==> src/rtl/nubus_master.sv <==
// NuBus bus-initiator: turns single-word read/write requests into NuBus transactions.
// Optional build macro NUBUS_MASTER_RETRY_EN enables automatic reissue on RETRY status.
module nubus_master #(
   parameter int unsigned TIMEOUT   = 255,
   parameter int unsigned MAX_RETRY = 3
) (
   input  logic        clk,
   input  logic        rst,
   input  logic        req_valid,
   output logic        req_ready,
   input  logic        req_write,
   input  logic [31:0] req_addr,
   input  logic [31:0] req_wdata,
   output logic        rsp_valid,
   output logic [31:0] rsp_rdata,
   output logic [1:0]  rsp_status,
   output logic        rqst_o,
   input  logic        grant_i,
   output logic        start_o,
   input  logic        ack_i,
   output logic [1:0]  tm_o,
   input  logic [1:0]  tm_i,
   output logic [31:0] ad_o,
   input  logic [31:0] ad_i,
   output logic        ad_oe,
   output logic        ctl_oe
);

   typedef enum logic [2:0] {
      S_IDLE, S_ARB, S_START, S_DATA, S_WAIT, S_DONE
   } state_t;

   localparam logic [7:0] TIMEOUT_CNT = 8'(TIMEOUT);

   state_t      state;
   logic        write;
   logic [31:0] addr;
   logic [31:0] wdata;
   logic [7:0]  cnt;
   logic [7:0]  cnt_next;
   logic        timed_out;

`ifdef NUBUS_MASTER_RETRY_EN
   localparam logic [7:0] MAX_RETRY_CNT = 8'(MAX_RETRY);
   logic [7:0] retry_cnt;
   logic       retry_now;
`endif

   // Counter value equals clocks elapsed since START, saturating at all-ones.
   always_comb begin
      cnt_next  = (cnt == 8'hFF) ? cnt : cnt + 8'd1;
      timed_out = (cnt == TIMEOUT_CNT);
`ifdef NUBUS_MASTER_RETRY_EN
      retry_now = (tm_i == 2'b11) && (retry_cnt < MAX_RETRY_CNT);
`endif
   end

   always_ff @(posedge clk) begin
      if (rst) begin
         state      <= S_IDLE;
         write      <= 1'b0;
         addr       <= '0;
         wdata      <= '0;
         cnt        <= '0;
         req_ready  <= 1'b1;
         rsp_valid  <= 1'b0;
         rsp_rdata  <= '0;
         rsp_status <= 2'b00;
         rqst_o     <= 1'b0;
         start_o    <= 1'b0;
         tm_o       <= 2'b00;
         ad_o       <= '0;
         ad_oe      <= 1'b0;
         ctl_oe     <= 1'b0;
`ifdef NUBUS_MASTER_RETRY_EN
         retry_cnt  <= '0;
`endif
      end else begin
         rsp_valid <= 1'b0;
         case (state)
            S_IDLE: begin
               if (req_valid) begin
                  write     <= req_write;
                  addr      <= req_addr & 32'hFFFF_FFFC;
                  wdata     <= req_wdata;
                  req_ready <= 1'b0;
                  rqst_o    <= 1'b1;
                  state     <= S_ARB;
`ifdef NUBUS_MASTER_RETRY_EN
                  retry_cnt <= '0;
`endif
               end
            end
            S_ARB: begin
               if (grant_i) begin
                  rqst_o  <= 1'b0;
                  start_o <= 1'b1;
                  ctl_oe  <= 1'b1;
                  ad_oe   <= 1'b1;
                  ad_o    <= addr;
                  tm_o    <= {1'b0, write};
                  cnt     <= '0;
                  state   <= S_START;
               end
            end
            S_START: begin
               start_o <= 1'b0;
               cnt     <= cnt_next;
               if (write) begin
                  ad_o <= wdata;
               end else begin
                  ad_o  <= '0;
                  ad_oe <= 1'b0;
               end
               state <= S_DATA;
            end
            S_DATA, S_WAIT: begin
               cnt <= cnt_next;
               // ACK is tested before the timeout so a same-cycle ACK wins.
`ifdef NUBUS_MASTER_RETRY_EN
               if (ack_i && retry_now) begin
                  retry_cnt <= retry_cnt + 8'd1;
                  rqst_o    <= 1'b1;
                  ad_oe     <= 1'b0;
                  ctl_oe    <= 1'b0;
                  ad_o      <= '0;
                  tm_o      <= 2'b00;
                  state     <= S_ARB;
               end else
`endif
               if (ack_i) begin
                  rsp_valid  <= 1'b1;
                  rsp_status <= tm_i;
                  rsp_rdata  <= write ? '0 : ad_i;
                  ad_oe      <= 1'b0;
                  ctl_oe     <= 1'b0;
                  ad_o       <= '0;
                  tm_o       <= 2'b00;
                  state      <= S_DONE;
               end else if (timed_out) begin
                  rsp_valid  <= 1'b1;
                  rsp_status <= 2'b10;
                  if (write) rsp_rdata <= '0;
                  ad_oe      <= 1'b0;
                  ctl_oe     <= 1'b0;
                  ad_o       <= '0;
                  tm_o       <= 2'b00;
                  state      <= S_DONE;
               end else begin
                  state <= S_WAIT;
               end
            end
            S_DONE: begin
               req_ready <= 1'b1;
               state     <= S_IDLE;
            end
            default: state <= S_IDLE;
         endcase
      end
   end

endmodule
==> config.mk <==
export PLATFORM = sky130hd
export DESIGN_NAME = nubus_master
export DESIGN_NICKNAME = d
export VERILOG_FILES = /design/src/rtl/nubus_master.sv
export SDC_FILE = /design/constraint.sdc
export NUM_CORES = 1
export LEC_CHECK = 0
export CAP_MARGIN = 10
export CORE_ASPECT_RATIO = 1.1
export CORE_MARGIN = 4
export CORE_UTILIZATION = 50
export DETAILED_ROUTE_END_ITERATION = 8
export PLACE_DENSITY = 0.9
export SLEW_MARGIN = 20
export SYNTH_ARGS = -nofsm -noshare
export SYNTH_HDL_FRONTEND = slang
export SYNTH_SLANG_ARGS = --single-unit
==> constraint.sdc <==
create_clock -name clk -period 3.8 [get_ports clk]
set_input_delay 0.76 -clock clk [delete_from_list [all_inputs] [get_ports clk]]
set_output_delay 0.76 -clock clk [all_outputs]
set_load 0.03 [all_outputs]
Word-level counts from Yosys, hierarchy flattened --
Cells that the tools add are included. W data, S select, Z words.
Cells by class: add/subtract/negate cells 1, equality and inequality tests 11, muxes and demuxes 37, bitwise logic cells 1, reduce and logical (&&, ||, !) cells 23
Operator list (number):
- $mux W32 | 8
- $pmux W32 S3 | 1
- $mux W8 | 2
- $pmux W8 S2 | 1
- $reduce_and A3 Y1 | 5
- $reduce_bool A2 Y1 | 7
- $pmux W3 S4 | 1
- $mux W1 | 11
- $mux W2 | 5
- $reduce_and A2 Y1 | 5
- $add A8 B1 Y8 const B | 1
- $eq A8 B8 Y1 const B | 1
- $ne A2 B2 Y1 const B | 4
- $pmux W1 S2 | 4
- $eq A3 B2 Y1 const B | 2
- $eq A3 B3 Y1 const B | 2
- $mux W3 | 2
- $pmux W2 S2 | 1
- $reduce_and A4 Y1 | 1
- $reduce_or A2 Y1 | 2
- $eq A3 B1 Y1 const B | 1
- $logic_not A3 Y1 | 1
- $ne A3 B3 Y1 const B | 1
- $pmux W1 S3 | 1
- 3 further kinds | 3
Storage, ports and cells: register bits 148, bits of input ports 104, output and inout port bits 74

Logic depth before layout (Yosys ltp) --
Gate-level depths: netlist (run 1).
word-level depth 4, gate-level depth with buffers 7, depth with buffers taken out 5

Worst setup path after synthesis (run 1) --
Ideal clock, no wire load.
path kind input -> register, from input rst, to register ad_o[10], arrival time 1.766 ns, path slack 1.912 ns, cell stages on the path 4, path buffers 2, cells stage by stage clkbuf_1 > nor2_1 > buf_2 > a221o_1
RTL lines:
- start: declaration | line 8 | input logic rst,
- end signal: assignment | line 100 | ad_o <= addr;
- end signal: assignment | line 110 | ad_o <= wdata;
- end: declaration | line 23 | output logic [31:0] ad_o,

Final worst setup path (run 1) --
from input req_valid, to register addr[2]
On the way: word-level cells in the longest chain between the ends 1
RTL lines:
- start: declaration | line 9 | input logic req_valid,
- $reduce_and A2 Y1 (no line)
- end signal: assignment | line 84 | addr <= req_addr & 32'hFFFF_FFFC;
- end: declaration | line 37 | logic [31:0] addr;
Every way passes these cells. A chain may end at the register's enable or synchronous reset.

==> results of run 1 <==
Yosys cell counts (all sizes together):
master  instances  area [um2]
a211oi         19       142.6
a21o            2       15.01
a21oi          96       510.5
a221o          14       140.1
a221oi          1       8.760
a22o           35       306.5
a22oi          17       127.6
a311oi          1       8.760
a31o            2       17.52
a31oi           3       18.77
a32o            1       10.01
a41oi           1       8.760
and2            1       6.260
and3           15       93.84
and3b           1       12.51
and4            1       8.760
buf            33       191.4
clkbuf         17       63.81
conb            1       3.750
dfxtp         147        2943
ha              1       12.51
inv             5       18.77
mux2            1       11.26
nand2         131       494.2
nand2b          2       12.51
nand3           6       30.03
nand3b          1       7.510
nand4           3       25.02
nor2           11       48.80
nor3            5       30.03
nor3b           2       31.28
o2111a          1       11.26
o21a            3       22.52
o21ai           8       51.30
o221a           1       11.26
o221ai          1       26.28
o31ai           1       7.510
or2             1       8.760
or3             2       12.51
or3b            2       17.52
or4             1       7.510
metal layers:
| layer | wire [um] | track usage | vias to the layer above | part of all wire |
|---|---|---|---|---|
| met5 | 0 | 0 | - | 0 |
| met4 | 309 | 0.08761 | 0 | 0.020 |
| met3 | 1194 | 0.05407 | 23 | 0.077 |
| met2 | 7596 | 0.4055 | 238 | 0.49 |
| met1 | 6333 | 0.2908 | 2364 | 0.41 |
| li1 | - | - | 2444 | - |
state kept, by name (all words and copies together), names as in the netlist:
| register | flops |
|---|---|
| addr | 30 |
| ctl_oe | 1 |
| rsp_valid | 1 |
| write | 1 |
| state | 3 |
| ad_oe | 1 |
| tm_o | 1 |
| start_o | 1 |
| req_ready | 1 |
| cnt | 8 |
| wdata | 32 |
| ad_o | 32 |
| rqst_o | 1 |
| rsp_status | 2 |
| rsp_rdata | 32 |
layout make-up:
type	instances	area (um2)	share of cell area
well taps	147	183.9	0.02343
clock buffers	19	442.9	0.05641
clock inverters	12	108.9	0.01386
flip-flops and latches	147	2943	0.3748
repair buffers	183	1819	0.2317
inverters	5	18.77	0.002390
multi-input cells	395	2335	0.2974
kinds of logic (layout without fill, tap and decap cells):
logic type      count (synthesis)  after routing  synth area share
buf+inv                        55            219           0.04949
fa+ha+maj                       1              1          0.002260
compound gates                207            207            0.2610
simple gates                  185            185            0.1530
flops                         147            147            0.5315
mux                             1              1          0.002034
other cells                     1              1         0.0006773
power by group:
part | internal, W | total (W) | switching [W]
combinational | 0.000262 | 0.000582 | 0.000320
clock | 0.000913 | 0.00155 | 0.000636
sequential | 0.00164 | 0.00170 | 0.0000637
total | 0.00281 | 0.00383 | 0.00102
path summary, 6_finish.rpt:
path               endpoint       from  slack, ns  depth (start not counted)
hold / removal    wdata[16]  wdata[16]       0.45                          2
hold reg to reg   wdata[16]  wdata[16]       0.45                          2
setup / recovery    addr[2]  req_valid       1.41                          6
setup reg to reg    ad_o[8]   state[2]       1.55                          5
worst reg2reg max path: stages (launching register included):
cell	delay, ns
dfxtp_1	0.67
or3b_1	0.53
o21ai_4	0.09
buf_4	0.28
a21oi_4	0.20
a221o_1	0.36
per-stage QoR:
step,std cells,utilization,instance area (um2)
2_1_floorplan,597,-,5537
3_3_place_gp,877,0.6721,7300
3_5_place_dp,877,0.6721,7300
4_1_cts,908,0.7229,7851
5_1_grt,908,0.7229,7851
6_report,908,0.7229,7851
==> impl_metrics.toml, run 1 <==
[status]
status = "finished clean"

[sta]
rsz0062_at_grt = "no"
clock_skew_ns = 0.006617
relSlewSlack = 0.5381
setup_viol = 0
hold_violations = 0
post-route-period-util = 0.6280
holdWs_ns = 0.4543
worst_pin_slew_ns = 0.6928
worst_slack_ns = 1.414
clock.fmax_ghz = 0.4190
setup_tns_ns = 0
min_period_ns = 2.386
slew_violations = 0

[worst_setup_path]
critPathTopFamily = "simple AND/OR/NAND/NOR gates"
slowest_delay_ns = 0.52
crit_fanout = 39
startpoint_type = "input pin"
worstSetupPathType = "in2reg"
critPathSlowestCell = "nor2_4"
critical_path_buf_inv_count = 2
crit_chain = "clkdlybuf4s50_1, or3b_1, nor2_4, buf_12, nand2_1, a21oi_1"
end_kind = "flop"
cp.required_ns = 4.12
arrival_ns = 2.71

[synthesis]
synthDistinctLibCells = 52
syn_area_per_cell_um2 = 9.274
syn_nets = 702
yosysWarnings = 0
ys_ff_latch = 147
ys_seq_area_frac = 0.5315
netlist_area_um2 = 5537
synth_cells = 597

[floorplanning]
rows = 40
ios = 178
dieArea_um2 = 12820
die_height_um = 118.4
core-area_um2 = 10860
initial_core_util = 0.5098
die_width_um = 108.3

[detailed_routing]
wire_per_inst_um = 17.00
first_pass_iters = 5
avgViaCountPerCell = 5.583
wirelength_um = 15430
drc = 0
drt_iter0_drc = 287
ant_nets = 0
vias = 5069

[clock_network]
cts.repair.resized = 0
post-cts-setup-buffers = 0
hold_buffers = 0
htreeDepth = 4
path_clk_slew_ns = 0.06
cts_sinks = 147
cts_max_path_buffers = 2
root_buffer = "clkbuf_16"
clock_latency_ns = 0.41
cts_buffers = 17
cts_tree = "done"

[cells_and_area]
area_growth_pct = 41.81
most-common-layout-cells = "clkdlybuf4s50_1, dfxtp_1, nand2_1, a21oi_1, a22o_1"
drive_gt1_frac = 0.07753
num-nets-final = 854
nFillCells = 809
final_common_cell = "clkdlybuf4s50_1"
diodes = 0

[job]
cap_violations = 0

[power]
p_leak_nw = 2.879
p_total_w = 0.003831
power_density_nw_per_um2 = 487.9
vdd_drop_max_mv = 0.2753

[grt]
grt_first_pass_wirelength_um = 24490
grt_pass1_vias = 4899
grt_max_degree = 64
antenna_found_initial = 0
gr-usage-all-layers = 0.2380
grt-ovfl-total = 0

[placed_design]
pre_cts_ws_ns = 0.9994
gp_congestion = 0.8400
hpwl_um = 10640
portBuffers = 174

[min_path]
hp-class = "reg2reg"
(Power assumes the default switching activity.)
==> run 2: changes to the inputs <==
- CORE_UTILIZATION: 50 -> 42
- PLACE_DENSITY: 0.9 -> 0.81
- clock period: 3.8 -> 1.98 ns (I/O delays scaled with it)
==> impl_metrics.toml, run 2 (synthesized netlist as in run 1, its figures left out) <==
[worst_setup_path]
cp.required_ns = 1.58
critPathTopFamily = "buffers and inverters"
critPathSlowestCell = "clkdlybuf4s50_1"
startpoint_type = "flop"
crit_fanout = 3
timing.critical_path.from = "start_o"
arrival_ns = 1.49
critical_path_buf_inv_count = 1
crit_chain = "clkdlybuf4s50_1"
reg2reg_from = "state[0]"
slowest_delay_ns = 0.69
end_kind = "primary output"
worstSetupPathType = "reg2out"

[clock_network]
path_clk_slew_ns = 0.06
hold_buffers = 0
cts_max_path_buffers = 2
cts_sinks = 147
clock_latency_ns = 0.42
cts_buffers = 17
root_buffer = "clkbuf_16"
htreeDepth = 4
cts_tree = "done"

[sta]
post-route-period-util = 0.9530
rsz0062_at_grt = "no"
relSlewSlack = 0.4969
min_period_ns = 1.887
worst_pin_slew_ns = 0.7538
clock.fmax_ghz = 0.5300
hold_violations = 0
slew_violations = 0
worst_slack_ns = 0.09309
clock_skew_ns = 0.01270
setup_viol = 0

[floorplanning]
rows = 43
die_width_um = 117.5
dieArea_um2 = 15080
die_height_um = 128.4
ios = 178
core-area_um2 = 12750
initial_core_util = 0.4342

[cells_and_area]
final_common_cell = "clkdlybuf4s50_1"
top_regs = "ad_o x32, rsp_rdata x32, wdata x32"
diodes = 0
most-common-layout-cells = "clkdlybuf4s50_1, dfxtp_1, nand2_1, a21oi_1, a22o_1"
drive_gt1_frac = 0.09677
area_growth_pct = 45.90
final_area_um2 = 8078
num-nets-final = 868

[detailed_routing]
first_pass_iters = 5
wire_per_inst_um = 16.88
drc = 0
wirelength_um = 15730
drt_iter0_drc = 225
ant_nets = 0
avgViaCountPerCell = 5.504
vias = 5130

[power]
sequentialPowerShare = 0.432
combPwrFrac = 0.158
vdd_drop_max_mv = 0.5847
p_int_w = 0.005615
p_switching_w = 0.001931
p_clk_frac = 0.409
swShare = 0.2559
p_leak_nw = 2.998
power_density_nw_per_um2 = 934.3

[grt]
grt-ovfl-total = 0
grt_first_pass_wirelength_um = 25620
grt_max_degree = 64
grt_pass1_vias = 5150
antenna_found_initial = 0
gr-usage-all-layers = 0.2094

[status]
status = "finished clean"

[min_path]
hp-start = "rst"
hp-class = "in2reg"

[placed_design]
hpwl_um = 11150
portBuffers = 174
gp_congestion = 0.7975
pre_cts_ws_ns = -0.3827
dpl_cell_area_um2 = 7476

[job]
cap_violations = 0
[run 2: changes by cell type in the layout (fill, tap and decap cells not counted), sizes merged]
cell and delta:
buf +14, clkinvlp -4, clkbuf +3, bufinv +1
[run 2: final timing paths]
kind	end	depth (start not counted)	slack (ns)
max reg2reg	cnt[7]	5	0.19
min	addr[3]	2	0.19
min reg2reg	wdata[11]	2	0.45
max	start_o	1	0.09
[run 2: metrics by stage]
step | TNS [ns] | std cells | total power [W] | utilization | hold WS [ns]
floorplan | 0 | 597 | 0.003948 | - | 0.4319
CTS | 0 | 931 | 0.007587 | 0.6317 | 0.1784
detailed placement | -11.95 | 900 | 0.004500 | 0.5863 | 0.4466
global route | 0 | 932 | 0.007837 | 0.6335 | 0.1936
global placement | -9.205 | 900 | 0.004467 | 0.5863 | 0.4406
finish | 0 | 932 | 0.007547 | 0.6335 | 0.1911
[run 2: power groups by stage]
stage,clock network [W],registers (W),logic [W]
4_1_cts,0.00314,0.00326,0.00119
5_1_grt,0.00326,0.00328,0.00130
2_1_floorplan,0,0.00343,0.000519
3_5_place_dp,0,0.00332,0.00118
3_3_place_gp,0,0.00331,0.00116
6_report,0.00309,0.00326,0.00119
[run 2: metal layers]
metal	GRT usage	vias up	routed length, um
met2	0.3585	209	7671
met4	0.1007	0	409
li1	-	2475	-
met5	0	-	0
met3	0.06286	33	1055
met1	0.2427	2413	6596
[run 2: final cells by class]
class	instances	area, um2
sequential	147	2945
multi-input combinational	395	2349
clock buffer	22	464.2
clock inverter	9	105.1
inverter	5	18.77
timing repair buffer	197	1999
fill	1065	4673
tap	157	196.4
[run 2: repair_timing]
action	4_1_cts	5_1_grt
gates cloned	0	0
resized for setup	2	2
setup buffers	0	1
endpoints found under the setup margin	30	17
